### src/rtl/multicycle_ctrl.sv
// multicycle_ctrl: multi-cycle RISC-V control unit sequencing FETCH/DECODE/EXEC/MEM/WB
// with registered decode, phase-gated strobes, a memory timeout and a sticky trap.
module multicycle_ctrl #(
    parameter bit RV32E   = 1'b0,
    parameter int TIMEOUT = 16
) (
    input  logic        clk,
    input  logic        rst_n,
    input  logic        inst_valid,
    output logic        ifu_ready,
    input  logic [31:0] inst,
    input  logic        mem_ack,
    output logic        mem_req,
    output logic [2:0]  ExtOP,
    output logic        RegWr,
    output logic        ALUAsrc,
    output logic [1:0]  ALUBsrc,
    output logic [3:0]  ALUctr,
    output logic [2:0]  Branch,
    output logic        MemtoReg,
    output logic        MemWr,
    output logic [2:0]  MemOP,
    output logic        pc_wr,
    output logic        trap,
    output logic [1:0]  trap_cause
);

    typedef enum logic [2:0] {
        S_FETCH, S_DECODE, S_EXEC, S_MEM, S_WB, S_TRAP
    } state_t;

    state_t      r_state, w_next;
    logic [31:0] r_ir;
    logic [7:0]  r_cnt;
    logic [1:0]  r_cause, w_cause;
    logic        r_ld, r_st, r_wr;
    logic [2:0]  r_ext, r_br, r_mop;
    logic        r_asrc, r_m2r;
    logic [1:0]  r_bsrc;
    logic [3:0]  r_ctr;

    logic [6:0]  w_op, w_f7;
    logic [2:0]  w_f3;
    logic [2:0]  w_ext, w_br, w_mop;
    logic        w_asrc, w_m2r, w_ld, w_st, w_wr;
    logic [1:0]  w_bsrc;
    logic [3:0]  w_ctr;
    logic        w_ok, w_use1, w_use2, w_used, w_ebreak, w_legal;

    assign w_op     = r_ir[6:0];
    assign w_f3     = r_ir[14:12];
    assign w_f7     = r_ir[31:25];
    assign w_ebreak = (r_ir == 32'h0010_0073);
    // Under RV32E only the register fields the format actually uses are range-checked
    assign w_legal  = w_ok && !(RV32E && ((w_use1 && r_ir[19]) || (w_use2 && r_ir[24]) ||
                                          (w_used && r_ir[11])));

    always_comb begin
        w_ext  = 3'b000;
        w_asrc = 1'b0;
        w_bsrc = 2'b00;
        w_ctr  = 4'b0000;
        w_br   = 3'b000;
        w_m2r  = 1'b0;
        w_mop  = 3'b000;
        w_ld   = 1'b0;
        w_st   = 1'b0;
        w_wr   = 1'b0;
        w_ok   = 1'b0;
        w_use1 = 1'b0;
        w_use2 = 1'b0;
        w_used = 1'b0;
        case (w_op)
            7'b0010011: if (w_f3 == 3'b000) begin
                w_ok = 1'b1; w_wr = 1'b1; w_use1 = 1'b1; w_used = 1'b1;
                w_bsrc = 2'b01;
            end
            7'b0010111: begin
                w_ok = 1'b1; w_wr = 1'b1; w_used = 1'b1;
                w_ext = 3'b001; w_asrc = 1'b1; w_bsrc = 2'b01;
            end
            7'b0110111: begin
                w_ok = 1'b1; w_wr = 1'b1; w_used = 1'b1;
                w_ext = 3'b001; w_bsrc = 2'b01; w_ctr = 4'b0011;
            end
            7'b1101111: begin
                w_ok = 1'b1; w_wr = 1'b1; w_used = 1'b1;
                w_ext = 3'b100; w_asrc = 1'b1; w_bsrc = 2'b10; w_br = 3'b001;
            end
            7'b1100111: if (w_f3 == 3'b000) begin
                w_ok = 1'b1; w_wr = 1'b1; w_use1 = 1'b1; w_used = 1'b1;
                w_asrc = 1'b1; w_bsrc = 2'b10; w_br = 3'b010;
            end
            7'b0110011: if (w_f3 == 3'b000 && (w_f7 == 7'b0000000 || w_f7 == 7'b0100000)) begin
                w_ok = 1'b1; w_wr = 1'b1; w_use1 = 1'b1; w_use2 = 1'b1; w_used = 1'b1;
                w_ctr = {w_f7[5], 3'b000};
            end
            7'b1100011: if (w_f3[2:1] != 2'b01) begin
                w_ok = 1'b1; w_use1 = 1'b1; w_use2 = 1'b1;
                w_ext = 3'b011; w_ctr = 4'b1000; w_br = {1'b1, w_f3[2:1]}; w_mop = w_f3;
            end
            7'b0000011: if (w_f3 inside {3'b000, 3'b001, 3'b010, 3'b100, 3'b101}) begin
                w_ok = 1'b1; w_ld = 1'b1; w_wr = 1'b1; w_use1 = 1'b1; w_used = 1'b1;
                w_bsrc = 2'b01; w_m2r = 1'b1; w_mop = w_f3;
            end
            7'b0100011: if (w_f3 inside {3'b000, 3'b001, 3'b010}) begin
                w_ok = 1'b1; w_st = 1'b1; w_use1 = 1'b1; w_use2 = 1'b1;
                w_ext = 3'b010; w_bsrc = 2'b01; w_mop = w_f3;
            end
            default: ;
        endcase
    end

    always_comb begin
        w_next  = r_state;
        w_cause = r_cause;
        case (r_state)
            S_FETCH:  w_next = inst_valid ? S_DECODE : S_FETCH;
            S_DECODE: begin
                w_next  = (w_ebreak || !w_legal) ? S_TRAP : S_EXEC;
                w_cause = w_ebreak ? 2'b00 : (w_legal ? r_cause : 2'b01);
            end
            S_EXEC:   w_next = (r_ld || r_st) ? S_MEM : S_WB;
            S_MEM: begin
                if (mem_ack) begin
                    w_next = r_st ? S_FETCH : S_WB;
                end else if (r_cnt == 8'(TIMEOUT - 1)) begin
                    w_next  = S_TRAP;
                    w_cause = 2'b10;
                end
            end
            S_WB:     w_next = S_FETCH;
            S_TRAP:   w_next = S_TRAP;
            default:  w_next = S_FETCH;
        endcase
    end

    always_ff @(posedge clk or negedge rst_n) begin
        if (!rst_n) begin
            r_state <= S_FETCH;
            r_ir    <= 32'h0;
            r_cnt   <= 8'h0;
            r_cause <= 2'b00;
            r_ld    <= 1'b0;
            r_st    <= 1'b0;
            r_wr    <= 1'b0;
            r_ext   <= 3'b000;
            r_asrc  <= 1'b0;
            r_bsrc  <= 2'b00;
            r_ctr   <= 4'b0000;
            r_br    <= 3'b000;
            r_m2r   <= 1'b0;
            r_mop   <= 3'b000;
        end else begin
            r_state <= w_next;
            r_cause <= w_cause;
            r_cnt   <= (r_state == S_MEM && !mem_ack) ? r_cnt + 8'd1 : 8'h0;
            if (r_state == S_FETCH && inst_valid)
                r_ir <= inst;
            if (r_state == S_DECODE) begin
                r_ld   <= w_ld;
                r_st   <= w_st;
                r_wr   <= w_wr;
                r_ext  <= w_ext;
                r_asrc <= w_asrc;
                r_bsrc <= w_bsrc;
                r_ctr  <= w_ctr;
                r_br   <= w_br;
                r_m2r  <= w_m2r;
                r_mop  <= w_mop;
            end
        end
    end

    assign ifu_ready  = (r_state == S_FETCH);
    assign mem_req    = (r_state == S_MEM);
    assign MemWr      = (r_state == S_MEM) && r_st;
    assign RegWr      = (r_state == S_WB) && r_wr;
    assign pc_wr      = (r_state == S_WB) || ((r_state == S_MEM) && r_st && mem_ack);
    assign trap       = (r_state == S_TRAP);
    assign trap_cause = r_cause;
    assign ExtOP      = r_ext;
    assign ALUAsrc    = r_asrc;
    assign ALUBsrc    = r_bsrc;
    assign ALUctr     = r_ctr;
    assign Branch     = r_br;
    assign MemtoReg   = r_m2r;
    assign MemOP      = r_mop;

endmodule

### config.mk
export PLATFORM = sky130hd
export DESIGN_NAME = multicycle_ctrl
export DESIGN_NICKNAME = d
export VERILOG_FILES = /design/src/rtl/multicycle_ctrl.sv
export SDC_FILE = /design/constraint.sdc
export NUM_CORES = 1
export LEC_CHECK = 0
export BUFFER_PORTS_ARGS = -buffer_cell sky130_fd_sc_hd__buf_2
export CAP_MARGIN = 20
export CORE_MARGIN = 5
export CORE_UTILIZATION = 35
export CTS_CLUSTER_SIZE = 12
export DETAILED_ROUTE_END_ITERATION = 8
export PLACE_DENSITY = 0.62
export SYNTH_ARGS = -nofsm -noshare
export SYNTH_HDL_FRONTEND = slang
export SYNTH_SLANG_ARGS = --single-unit
### constraint.sdc
create_clock -name clk -period 2.5 [get_ports clk]
set_input_delay 0.5 -clock clk [delete_from_list [all_inputs] [get_ports clk]]
set_output_delay 0.5 -clock clk [all_outputs]
set_load 0.005 [all_outputs]
==> reports/results.txt <==
CP Capture Type: flip-flop
clk_lat worst skew: 330 ps
synth warn: 0
# IOs: 61
Final Util: 42.4%
PD cells: 832 mW/mm2
Pleak: 1.60 nW
Yosys cell types: 48
Layout Nets: 358
Setup crit end: r_state[2]
Syn Inst Count: 262
R2R Setup Slk: 550 ps
Die X-Extent: 100 um
CP startpoint kind: flip-flop
Final HPWL DP: 4740 um
xor/xnor cell area share of the yosys netlist: 1.84%
worst path arrival time: 2170 ps
Worst Setup SP: r_ir[25]
GRT Total Usage: 13.5%
setup TNS: 0 ps
total power: 2.86 mW
Post-synth top cells: dfrtp_1, nand2_1, mux2_2, nor2_1, o21ai_0
FMAX: 514 MHz
number of global-route vias before repair: 2180
RSZ-0062 raised after global routing: no
drt drc: 0
synthesized area per cell: 10.9 um2
area of the mapped netlist: 0.00286 mm2
CTS hold repair buffers: 0
initial drt markers: 91
mux cell area share after synthesis: 11.4%
clk buf depth: 2
status: complete, no violations
Filler Cell Count: 818
setup bufs post-CTS: 0
top post-synthesis cells by area: dfrtp_1, mux2_2, nand2_1, nor2_1, o21ai_0
Max H-tree Level: 3
FP Rows: 33
CTS root buf: clkbuf_8
final instance area: 0.00343 mm2
Max Clock Skew: 9.24 ps
Max VDD drop: 451 uV
Post-Synth Adder-Cell Area: 0.438%
largest net degree at the start of global routing: 37
Final WS setup: 553 ps
TritonCTS clock tree: yes
Vias/cell: 4.96
layout cells sized above 1: 34.4%
main combinational cell family by area after synthesis: simple AND/OR/NAND/NOR gates
worst slew pin tran: 735 ps
post-synthesis compound-gate area fraction: 11.8%
initial antenna violation count: 0
worst-path maximum fanout: 4
Max-slew headroom: 49.7%
simple-gate share of the synthesized area: 15.9%
Clock transition at path regs: 70 ps
drt pass-1 iters: 4
Core Area: 0.00809 mm2
Post-CTS Resized: 0
Max-Cap Viols: 0
dominant cell type by area after synthesis: dfrtp_1
Final Hold Viols: 0
reg2reg start: r_ir[25]
most frequent cell after synthesis: dfrtp_1
#FFs+latches synth: 62
Final Max Tran Viols: 0
grt ovf: 0
Synth async-reset ratio: 100%
critical path class: flip-flop to flip-flop
ANT cells: 0
Final period util: 77.9%
number of buffers created by CTS: 9
CP required: 2720 ps
die area: 0.0101 mm2
# port buffers: 59
CTS sink cnt: 62
worst r2r path cells: 5
pre-CTS setup slack: 568 ps
area grow syn2layout: 20.1%
final wirelength: 6370 um
Crit Reg-Reg Endpoint: r_state[2]
Detail Route Antenna Nets: 0
Final Wtd Congestion: 0.797
top_reg_cell synth: dfrtp_1
first-pass GRT wire length: 10500 um
Starting Density: 35.3%
Synth top area share: 54.3%
routed len/inst: 14.8 um
Placed Area: 0.00323 mm2
Finish-stage setup viols: 0
Mapped Nets: 299
Post-synth EDFFs: 0
sequential area share after synthesis: 54.3%
height of the die: 100 um
routed vias: 2138
worst hold path type: input pin to async pin
minimum clock period: 1950 ps
[flip-flops by register name, summed over array words and instances (netlist names)]
register,count
ExtOP,3
r_ir,32
ALUAsrc,1
ALUBsrc,2
ALUctr,2
MemtoReg,1
r_cnt,8
r_st,1
r_wr,1
Branch,3
MemOP,3
r_state,3
trap_cause,2
[area by class of cell]
type | instances | area (um2) | share of cell area (%)
Sequential cell | 62 | 1550 | 45.2
Multi-Input combinational cell | 177 | 1180 | 34.5
Tap cell | 105 | 131 | 3.83
Clock inverter | 2 | 12.5 | 0.365
Clock buffer | 14 | 193 | 5.61
Timing Repair Buffer | 64 | 333 | 9.70
Inverter | 7 | 26.3 | 0.766
[cells in the final DEF (no fill, tap or decap), types with 3 or more instances in the layout]
| master | instances |
|---|---|
| nor3_1 | 7 |
| nand2_1 | 30 |
| xnor2_1 | 3 |
| o31ai_1 | 5 |
| xor2_1 | 3 |
| clkbuf_8 | 14 |
| nand3_1 | 9 |
| inv_1 | 7 |
| nand2b_1 | 3 |
| a31oi_1 | 4 |
| mux2_2 | 28 |
| nor4_1 | 5 |
| nor2_1 | 20 |
| o21ai_0 | 12 |
| buf_4 | 5 |
| o31a_1 | 3 |
| a21oi_1 | 6 |
| buf_2 | 59 |
| dfrtp_1 | 62 |
| and3_1 | 4 |
[worst min path at each step]
stage	slack, ps	end	cells past startpoint
2_1_floorplan	200	ALUAsrc	0
5_1_grt	270	r_cnt[1]	1
3_3_place_gp	460	ExtOP[0]	2
6_report	220	ExtOP[0]	1
3_5_place_dp	470	Branch[1]	2
4_1_cts	230	ExtOP[0]	1
[per-stage QoR]
stage,hold WS (ps),cells
after CTS,233,431
after detailed placement,466,415
final,224,431
after global routing,274,431
after floorplan,204,262
after global placement,460,415
[critical path: stages, from the launching register on]
cell	delay (ps)
dfrtp_1	370
or4_4	530
o31a_1	250
o41a_1	380
a31oi_1	210
o2bb2ai_1	90
[kinds of logic after synthesis]
| kind of cell | Yosys count |
|---|---|
| AND/OR/NAND/NOR | 92 |
| AO/OA/AOI/OAI | 48 |
| flip-flops | 62 |
| adder cells (fa/ha/maj) | 1 |
| other | 1 |
| XOR/XNOR | 6 |
| multiplexers | 29 |
| buffers and inverters | 23 |
[power by group]
| part | total (mW) | leakage (nW) | internal (mW) | switching [mW] |
|---|---|---|---|---|
| clock network | 0.869 | 0.105 | 0.494 | 0.375 |
| logic | 0.559 | 0.701 | 0.289 | 0.271 |
| registers | 1.43 | 0.794 | 1.22 | 0.209 |
| total | 2.86 | 1.60 | 2.00 | 0.854 |
[metal layers]
metal	GRT usage, %	wire length [um]	up-vias	share of wire [%]
met3	6.39	483	4	7.6
li1	-	-	1056	-
met5	0	0	-	0
met2	19.9	2880	61	45
met4	4.35	25	0	0.39
met1	17.4	2970	1017	47
Note: power is estimated with default switching activity, not from simulation.
